`src/rtl/gyro_spi_pkg.sv`:
```
// gyro_spi_pkg: shared state encoding and SPI mode-3 constants for the gyro SPI engine
package gyro_spi_pkg;
    typedef enum logic [1:0] {IDLE = 2'd0, SHIFT = 2'd1, DONE = 2'd2} state_t;
    localparam int BITS_PER_BYTE = 8;
    localparam int DEFAULT_CLK_DIV = 50;
    localparam logic CPOL = 1'b1;
    localparam logic CPHA = 1'b1;
    localparam logic SCLK_IDLE = 1'b1;
    localparam logic MOSI_IDLE = 1'b1;
endpackage

```
`src/rtl/spi_half_tick.sv`:
```
// spi_half_tick: counts CLK_DIV enabled cycles and pulses tick on each half-period wrap
module spi_half_tick #(
    parameter int CLK_DIV = 50
) (
    input  logic clk,
    input  logic rst,
    input  logic en,
    input  logic clr,
    output logic tick
);
    localparam int W = CLK_DIV > 1 ? $clog2(CLK_DIV) : 1;
    logic [W-1:0] cnt;
    assign tick = en && cnt == W'(CLK_DIV - 1);
    // divider counter, wraps to zero on the tick cycle
    always_ff @(posedge clk) begin
        if (rst || clr) cnt <= '0;
        else if (en) cnt <= tick ? '0 : cnt + 1'b1;
    end
endmodule

```
`src/rtl/spi_byte_master.sv`:
```
// spi_byte_master: mode-3 MSB-first SPI byte shifter driven by a tx_begin strobe
module spi_byte_master
    import gyro_spi_pkg::*;
#(
    parameter int CLK_DIV = DEFAULT_CLK_DIV
) (
    input  logic       clk,
    input  logic       rst,
    input  logic       tx_begin,
    input  logic [7:0] tx_data,
    output logic       tx_end,
    output logic [7:0] rx_data,
    output logic       busy,
    output logic       sclk,
    output logic       mosi,
    input  logic       miso
);
    state_t state_q, state_d;
    logic [7:0] tx_shift, rx_shift;
    logic [3:0] bit_cnt;
    logic tick, last;
    spi_half_tick #(.CLK_DIV(CLK_DIV)) u_tick (
        .clk(clk),
        .rst(rst),
        .en(state_q == SHIFT),
        .clr(state_q != SHIFT),
        .tick(tick)
    );
    assign last = tick && !sclk && bit_cnt == 4'(BITS_PER_BYTE - 1);
    // state register
    always_ff @(posedge clk) begin
        if (rst) state_q <= IDLE;
        else state_q <= state_d;
    end
    // next state; DONE and any illegal encoding fall back to IDLE
    always_comb begin
        state_d = IDLE;
        state_d = state_q == IDLE  ? (tx_begin ? SHIFT : IDLE) :
                  state_q == SHIFT ? (last ? DONE : SHIFT) : IDLE;
    end
    // shift datapath: drive mosi on falling sclk, sample miso on rising sclk
    always_ff @(posedge clk) begin
        if (rst) begin
            sclk     <= SCLK_IDLE;
            mosi     <= MOSI_IDLE;
            tx_end   <= 1'b0;
            busy     <= 1'b0;
            rx_data  <= '0;
            tx_shift <= '0;
            rx_shift <= '0;
            bit_cnt  <= '0;
        end else begin
            case (state_q)
                IDLE: begin
                    sclk   <= SCLK_IDLE;
                    mosi   <= MOSI_IDLE;
                    tx_end <= 1'b0;
                    busy   <= tx_begin;
                    if (tx_begin) begin
                        tx_shift <= tx_data;
                        bit_cnt  <= '0;
                    end
                end
                SHIFT: if (tick) begin
                    sclk <= ~sclk;
                    if (sclk) begin
                        mosi     <= tx_shift[7];
                        tx_shift <= {tx_shift[6:0], 1'b0};
                    end else begin
                        rx_shift <= {rx_shift[6:0], miso};
                        bit_cnt  <= bit_cnt + 1'b1;
                        if (last) begin
                            rx_data <= {rx_shift[6:0], miso};
                            tx_end  <= 1'b1;
                        end
                    end
                end
                DONE: begin
                    tx_end <= 1'b0;
                    busy   <= 1'b0;
                    mosi   <= MOSI_IDLE;
                end
                default: begin
                    sclk   <= SCLK_IDLE;
                    mosi   <= MOSI_IDLE;
                    tx_end <= 1'b0;
                    busy   <= 1'b0;
                end
            endcase
        end
    end
endmodule

```
`config.mk`:
```
export PLATFORM = sky130hd
export DESIGN_NAME = spi_byte_master
export DESIGN_NICKNAME = d
export VERILOG_FILES = /design/src/rtl/gyro_spi_pkg.sv /design/src/rtl/spi_half_tick.sv /design/src/rtl/spi_byte_master.sv
export SDC_FILE = /design/constraint.sdc
export NUM_CORES = 1
export LEC_CHECK = 0
export ABC_CLOCK_PERIOD_IN_PS = 4100
export BUFFER_PORTS_ARGS = -buffer_cell sky130_fd_sc_hd__buf_2
export CAP_MARGIN = 20
export CORE_UTILIZATION = 60
export CTS_CLUSTER_DIAMETER = 150
export DETAILED_ROUTE_END_ITERATION = 7
export GPL_ROUTABILITY_DRIVEN = 0
export PLACE_DENSITY = 0.91
export SYNTH_ARGS = -nofsm -noshare
export SYNTH_HDL_FRONTEND = slang
export SYNTH_HIERARCHICAL = 1
export SYNTH_SLANG_ARGS = --single-unit
```
`constraint.sdc`:
```
create_clock -name clk -period 4.1 [get_ports clk]
set_input_delay 0.82 -clock clk [delete_from_list [all_inputs] [get_ports clk]]
set_output_delay 0.82 -clock clk [all_outputs]
set_load 0.02 [all_outputs]
```
==> impl_metrics.env, run 1 <==
export IMPL_cts_max_level=2
export IMPL_drt_pass1_iter_count=4
export IMPL_detail_route_drc_violations=0
export IMPL_post_route_cells_drive_above_1_share_pct=19.63
export IMPL_num_nets_final=229
export IMPL_ios=24
export IMPL_grtUsageTotal_pct=23.10
export IMPL_detail_route_antenna_nets=0
export IMPL_syn_nets=211
export IMPL_finalPower_mw=0.6392
export IMPL_vdd_drop_max_mv=0.3008
export IMPL_hold_violations=0
export IMPL_timing_max_slew_rel_slack_pct=52.87
export IMPL_post_synth_cell_area_avg_um2=8.899
export IMPL_drv_cap=0
export IMPL_synth_top_area_share_pct=44.76
export IMPL_power_static_leakage_nw=0.6920
export IMPL_cell_count_after_synthesis=196
export IMPL_post_synth_instance_area_um2=1744
export IMPL_grt_setup_unrepaired="no"
export IMPL_route_detailed_vias_per_inst=5.804
export IMPL_setup_worst_path_class="reg -> reg"
export IMPL_yosys_most_used_dff="dfxtp_1"
export IMPL_wp_data_arrival_ns=2.99
export IMPL_ctsRootBufferMaster="clkbuf_4"
export IMPL_dp_final_hpwl_um=2156
export IMPL_area_growth_syn_to_layout_pct=7.819
export IMPL_floorplan_core_area_um2=2758
export IMPL_register_area_um2=780.7
export IMPL_synth_cell_types=43
export IMPL_dieArea_um2=3126
export IMPL_vias_in_the_first_global_route=1290
export IMPL_wl_um=3142
export IMPL_drt_iter0_drc=38
export IMPL_route_detailed_wl_per_inst_um=12.82
export IMPL_synth_seq_area_share_pct=44.76
export IMPL_clk_pin_slew_ns=0.11
export IMPL_post_route_min_period_ns=2.714
export IMPL_yosys_warnings=6
export IMPL_die_w_um=55.92
export IMPL_yosys_area_top_type="dfxtp_1"
export IMPL_numCtsBuffers=5
export IMPL_timing_final_crit_share_pct=66.19
export IMPL_critPathRequiredTime_ns=4.38
export IMPL_max_clock_freq_mhz=368.5
export IMPL_grt_start_max_net_pins=26
export IMPL_yosys_top_cells_area="dfxtp_1, nand2_1, mux2i_1"
export IMPL_setup_viol=0
export IMPL_critical_path_peak_fanout=17
export IMPL_cts_max_path_buffers=2
export IMPL_worst_skew_pair_late_latency_ns=0.34
export IMPL_grt_pass1_wl_um=5623
export IMPL_clkSinkCount=39
export IMPL_antenna_diode_count=0
export IMPL_synth_edff_count=0
export IMPL_globalRouteOverflowTotal=0
export IMPL_cts_repair_resize_count=0
export IMPL_port_buffers=23
export IMPL_die_height_um=55.92
export IMPL_synth_top_cells_by_count="nand2_1, dfxtp_1, nor3_1"
export IMPL_worstMarginPinSlew_ns=0.7017
export IMPL_fill_cells=221
export IMPL_num_vias=1422
export IMPL_rows=19
export IMPL_yosys_cell_count_top_type="nand2_1"
export IMPL_synth_ff_latch_count=39
export IMPL_grt_antenna_before_repair=0
export IMPL_final_setup_skew_ns=0.006294
export IMPL_start_util_pct=63.25
export IMPL_timing_critical_path_from_type="flop"
export IMPL_cts_tree="done"
export IMPL_cellPowerDensity_nw_per_um2=339.9
export IMPL_multi_input_comb_area_um2=867.1
export IMPL_final_max_slew_violation_count=0
export IMPL_class_of_the_tightest_hold_or_removal_check="reg -> reg"
export IMPL_postCtsSetupBuffers=0
export IMPL_tns_ns=0
export IMPL_run_status="finished clean"
export IMPL_setup_worst_path_end_class="flop"
export IMPL_asyncSetResetFlopFracSynth_pct=0
export IMPL_cts_hold_buf=0
==> report_power, final <==
group	total, mW	internal (mW)	leakage, nW	switching [mW]
combinational	0.0465	0.0186	0.341	0.0278
clock	0.200	0.0795	0.0341	0.121
sequential	0.393	0.387	0.316	0.00603
total	0.639	0.485	0.692	0.154
==> placed cells by master (no fill, tap or decap), drive strengths merged, types with 3 or more instances in the layout <==
cell type	synthesis	routed
nand3b	3	3
mux2i	9	9
a311oi	8	8
a21oi	11	11
nand3	4	4
nor2	4	4
dfxtp	39	39
inv	3	3
nand4	3	3
nor3	12	12
xor2	3	3
clkbuf	6	6
buf	6	23
ha	3	3
nand2	53	53
==> metal layers <==
| layer | up-vias | global-route usage, % | part of all wire (%) |
|---|---|---|---|
| met3 | 6 | 4.884 | 4.4 |
| met5 | - | 0 | 0 |
| met2 | 34 | 35.46 | 45 |
| li1 | 726 | - | - |
| met1 | 656 | 31.07 | 49 |
| met4 | 0 | 11.50 | 1.6 |
==> kinds of logic (layout without fill, tap and decap cells) <==
kind of cell    Yosys count  count (layout)  synth area share [%]
simple gates             97              97                 29.20
flops                    39              39                 44.76
compound gates           29              29                 11.69
buf+inv                  16              34                 5.524
mux                       9               9                 5.165
fa+ha+maj                 3               3                 2.152
xor+xnor                  3               3                 1.507
==> worst max-delay path, cell delays in order, from the launching register on <==
cell and delay, ns:
dfxtp_1 0.57, nor2b_4 0.50, and3_1 0.52, nand2_1 0.18, nor4_4 0.63, mux2i_1 0.25
==> stage by stage <==
stage	utilization (%)	instance area (um2)	hold WS (ns)	std cells	worst slack [ns]
2_1_floorplan	-	1744	0.4366	196	2.016
3_3_place_gp	66.15	1824	0.4404	238	1.523
3_5_place_dp	66.15	1824	0.4470	238	1.440
4_1_cts	68.19	1881	0.4622	245	1.409
5_1_grt	68.19	1881	0.4888	245	1.119
6_report	68.19	1881	0.4612	245	1.386
==> layout make-up <==
| class | count | share of cell area (%) |
|---|---|---|
| clock buffers | 6 | 2.728 |
| well taps | 31 | 2.063 |
| repair buffers | 23 | 6.121 |
| flip-flops and latches | 39 | 41.52 |
| multi-input cells | 141 | 46.11 |
| inverters | 4 | 1.198 |
| clock inverters | 1 | 0.2661 |
==> state kept, by name, summed over array words and instances (netlist names) <==
signal	cells
rx_shift	7
bit_cnt	4
mosi	1
sclk	1
busy	1
tx_shift	8
rx_data	8
state_q	2
u_tick/cnt	6
tx_end	1
==> worst paths after layout <==
kind,startpoint,depth (start not counted),to,slack [ns]
max,state_q[0],5,rx_data[7],1.39
min,rx_shift[6],2,rx_shift[6],0.46
max reg2reg,state_q[0],5,rx_data[7],1.39
min reg2reg,rx_shift[6],2,rx_shift[6],0.46
Power figures use the tool's default switching activity.
==> run 2: changes to the inputs <==
--- a/config.mk
+++ b/config.mk
@@ -5,14 +5,14 @@
 export SDC_FILE = /design/constraint.sdc
 export NUM_CORES = 1
 export LEC_CHECK = 0
-export ABC_CLOCK_PERIOD_IN_PS = 4100
+export ABC_CLOCK_PERIOD_IN_PS = 2830
 export BUFFER_PORTS_ARGS = -buffer_cell sky130_fd_sc_hd__buf_2
 export CAP_MARGIN = 20
-export CORE_UTILIZATION = 60
+export CORE_UTILIZATION = 56
 export CTS_CLUSTER_DIAMETER = 150
 export DETAILED_ROUTE_END_ITERATION = 7
 export GPL_ROUTABILITY_DRIVEN = 0
-export PLACE_DENSITY = 0.91
+export PLACE_DENSITY = 0.86
 export SYNTH_ARGS = -nofsm -noshare
 export SYNTH_HDL_FRONTEND = slang
 export SYNTH_HIERARCHICAL = 1
==> constraint.sdc (replaced) <==
create_clock -name clk -period 2.83 [get_ports clk]
set_input_delay 0.566 -clock clk [delete_from_list [all_inputs] [get_ports clk]]
set_output_delay 0.566 -clock clk [all_outputs]
set_load 0.02 [all_outputs]
==> impl_metrics.env, run 2 (synthesis gave the netlist of run 1 again) <==
export IMPL_wp_data_arrival_ns=2.70
export IMPL_layout_commonest_cell="nand2_1"
export IMPL_grt_pass1_wl_um=5347
export IMPL_power_static_leakage_nw=0.7111
export IMPL_fill_cells=239
export IMPL_die_w_um=57.81
export IMPL_wl_um=3181
export IMPL_post_route_min_period_ns=2.419
export IMPL_run_status="finished, violations left"
export IMPL_setup_viol=0
export IMPL_timing_critical_path_from_type="flop"
export IMPL_detail_route_antenna_nets=0
export IMPL_drv_cap=0
export IMPL_final_max_slew_violation_count=0
export IMPL_grtUsageTotal_pct=21.09
export IMPL_critPathRequiredTime_ns=3.11
export IMPL_cts_repair_resize_count=0
export IMPL_floorplan_core_area_um2=2853
export IMPL_worstMarginPinSlew_ns=0.6991
export IMPL_vias_in_the_first_global_route=1225
export IMPL_reg2reg_from="u_tick/cnt[0]"
export IMPL_clkSinkCount=39
export IMPL_setup_worst_path_end_class="flop"
export IMPL_grt_antenna_before_repair=0
export IMPL_port_buffers=23
export IMPL_final_cell_area_um2=1918
export IMPL_final_cell_mix="nand2_1, dfxtp_1, buf_2"
export IMPL_timing_hold_worst_endpoint="tx_shift[0]"
export IMPL_critical_path_peak_fanout=13
export IMPL_hold_violations=0
export IMPL_cellPowerDensity_nw_per_um2=534.9
export IMPL_placedInstanceArea_um2=1832
export IMPL_antenna_diode_count=0
export IMPL_numCtsBuffers=5
export IMPL_cts_max_path_buffers=2
export IMPL_clk_pin_slew_ns=0.12
export IMPL_die_height_um=57.81
export IMPL_drt_pass1_iter_count=6
export IMPL_worst_skew_pair_late_latency_ns=0.35
export IMPL_post_route_cells_drive_above_1_share_pct=20.37
export IMPL_min_delay_start="tx_data[0]"
export IMPL_grt_setup_unrepaired="no"
export IMPL_area_growth_syn_to_layout_pct=9.971
export IMPL_timing_max_slew_rel_slack_pct=53.04
export IMPL_rows=19
export IMPL_globalRouteOverflowTotal=0
export IMPL_ios=24
export IMPL_vdd_drop_max_mv=0.3378
export IMPL_postCtsSetupBuffers=0
export IMPL_cts_tree="done"
export IMPL_detail_route_drc_violations=2
export IMPL_class_of_the_tightest_hold_or_removal_check="in -> reg"
export IMPL_setup_worst_path_class="reg -> reg"
export IMPL_final_setup_skew_ns=0.009899
export IMPL_num_vias=1400
export IMPL_drt_iter0_drc=32
export IMPL_failed_checks="design-rule violations"
export IMPL_start_util_pct=61.14
export IMPL_num_nets_final=230
export IMPL_top_regs="rx_data: 8 flops, tx_shift: 8 flops, rx_shift: 7 flops"
export IMPL_r2r_setup_slack_ns=0.41
export IMPL_r2r_cells=6
export IMPL_finalPower_mw=1.026
export IMPL_grt_start_max_net_pins=26
export IMPL_route_detailed_wl_per_inst_um=12.88
export IMPL_cts_hold_buf=0
export IMPL_route_detailed_vias_per_inst=5.668
export IMPL_regToRegEndpoint="rx_data[4]"
export IMPL_cts_max_level=2
export IMPL_worstHoldPathCells=3
export IMPL_tns_ns=0
export IMPL_dp_final_hpwl_um=2153
export IMPL_timing_final_crit_share_pct=85.47
export IMPL_ctsRootBufferMaster="clkbuf_4"
export IMPL_dieArea_um2=3342
export IMPL_max_clock_freq_mhz=413.4
## run 2: critical path, cell delays in order (launching register included)
cell	delay (ns)
dfxtp_1	0.42
ha_1	0.17
nor4bb_1	0.23
and3_1	0.46
nand2_1	0.18
nor4_4	0.63
mux2i_1	0.28
## run 2: report_power, final
part / total (mW) / leakage (nW) / internal, mW / switching, mW
registers: 0.569 / 0.316 / 0.560 / 0.00887
clock network: 0.388 / 0.0482 / 0.209 / 0.179
logic: 0.0691 / 0.346 / 0.0281 / 0.0410
total: 1.03 / 0.711 / 0.797 / 0.229
## run 2: area by class of cell
type / count / area (um2) / share of cell area [%]
tap: 31 / 38.79 / 2.022
inverter: 4 / 22.52 / 1.174
sequential: 39 / 780.7 / 40.70
clock inverter: 2 / 35.03 / 1.826
multi-input combinational: 141 / 867.1 / 45.21
timing repair buffer: 24 / 122.6 / 6.393
clock buffer: 6 / 51.30 / 2.674
## run 2: worst max-delay path by stage
stage / from / to / slack (ns)
final: u_tick/cnt[0] / rx_data[4] / 0.41
after global routing: u_tick/cnt[0] / rx_data[3] / 0.20
after CTS: u_tick/cnt[0] / rx_data[4] / 0.41
after detailed placement: u_tick/cnt[0] / rx_data[4] / 0.43
after global placement: u_tick/cnt[0] / rx_data[0] / 0.51
after floorplan: u_tick/cnt[1] / tx_shift[1] / 0.75
## run 2: stage by stage
step                cells  util (%)  worst slack, ns  hold slack (ns)
global placement      239     64.21           0.5086           0.4394
detailed placement    239     64.21           0.4307           0.4448
finish                247     67.24           0.4112           0.4486
global route          247     67.24           0.1994           0.4373
floorplan             196         -           0.7457           0.4366
CTS                   247     67.24           0.4142           0.4348
## run 2: routing by layer
metal / wire length, um / global-route usage (%) / share of wire, % / vias to the layer above
li1: - / - / - / 729
met1: 1631 / 27.25 / 51 / 637
met2: 1377 / 32.02 / 43 / 28
met3: 128 / 6.696 / 4.0 / 6
met4: 44 / 10.20 / 1.4 / 0
met5: 0 / 0 / 0 / -
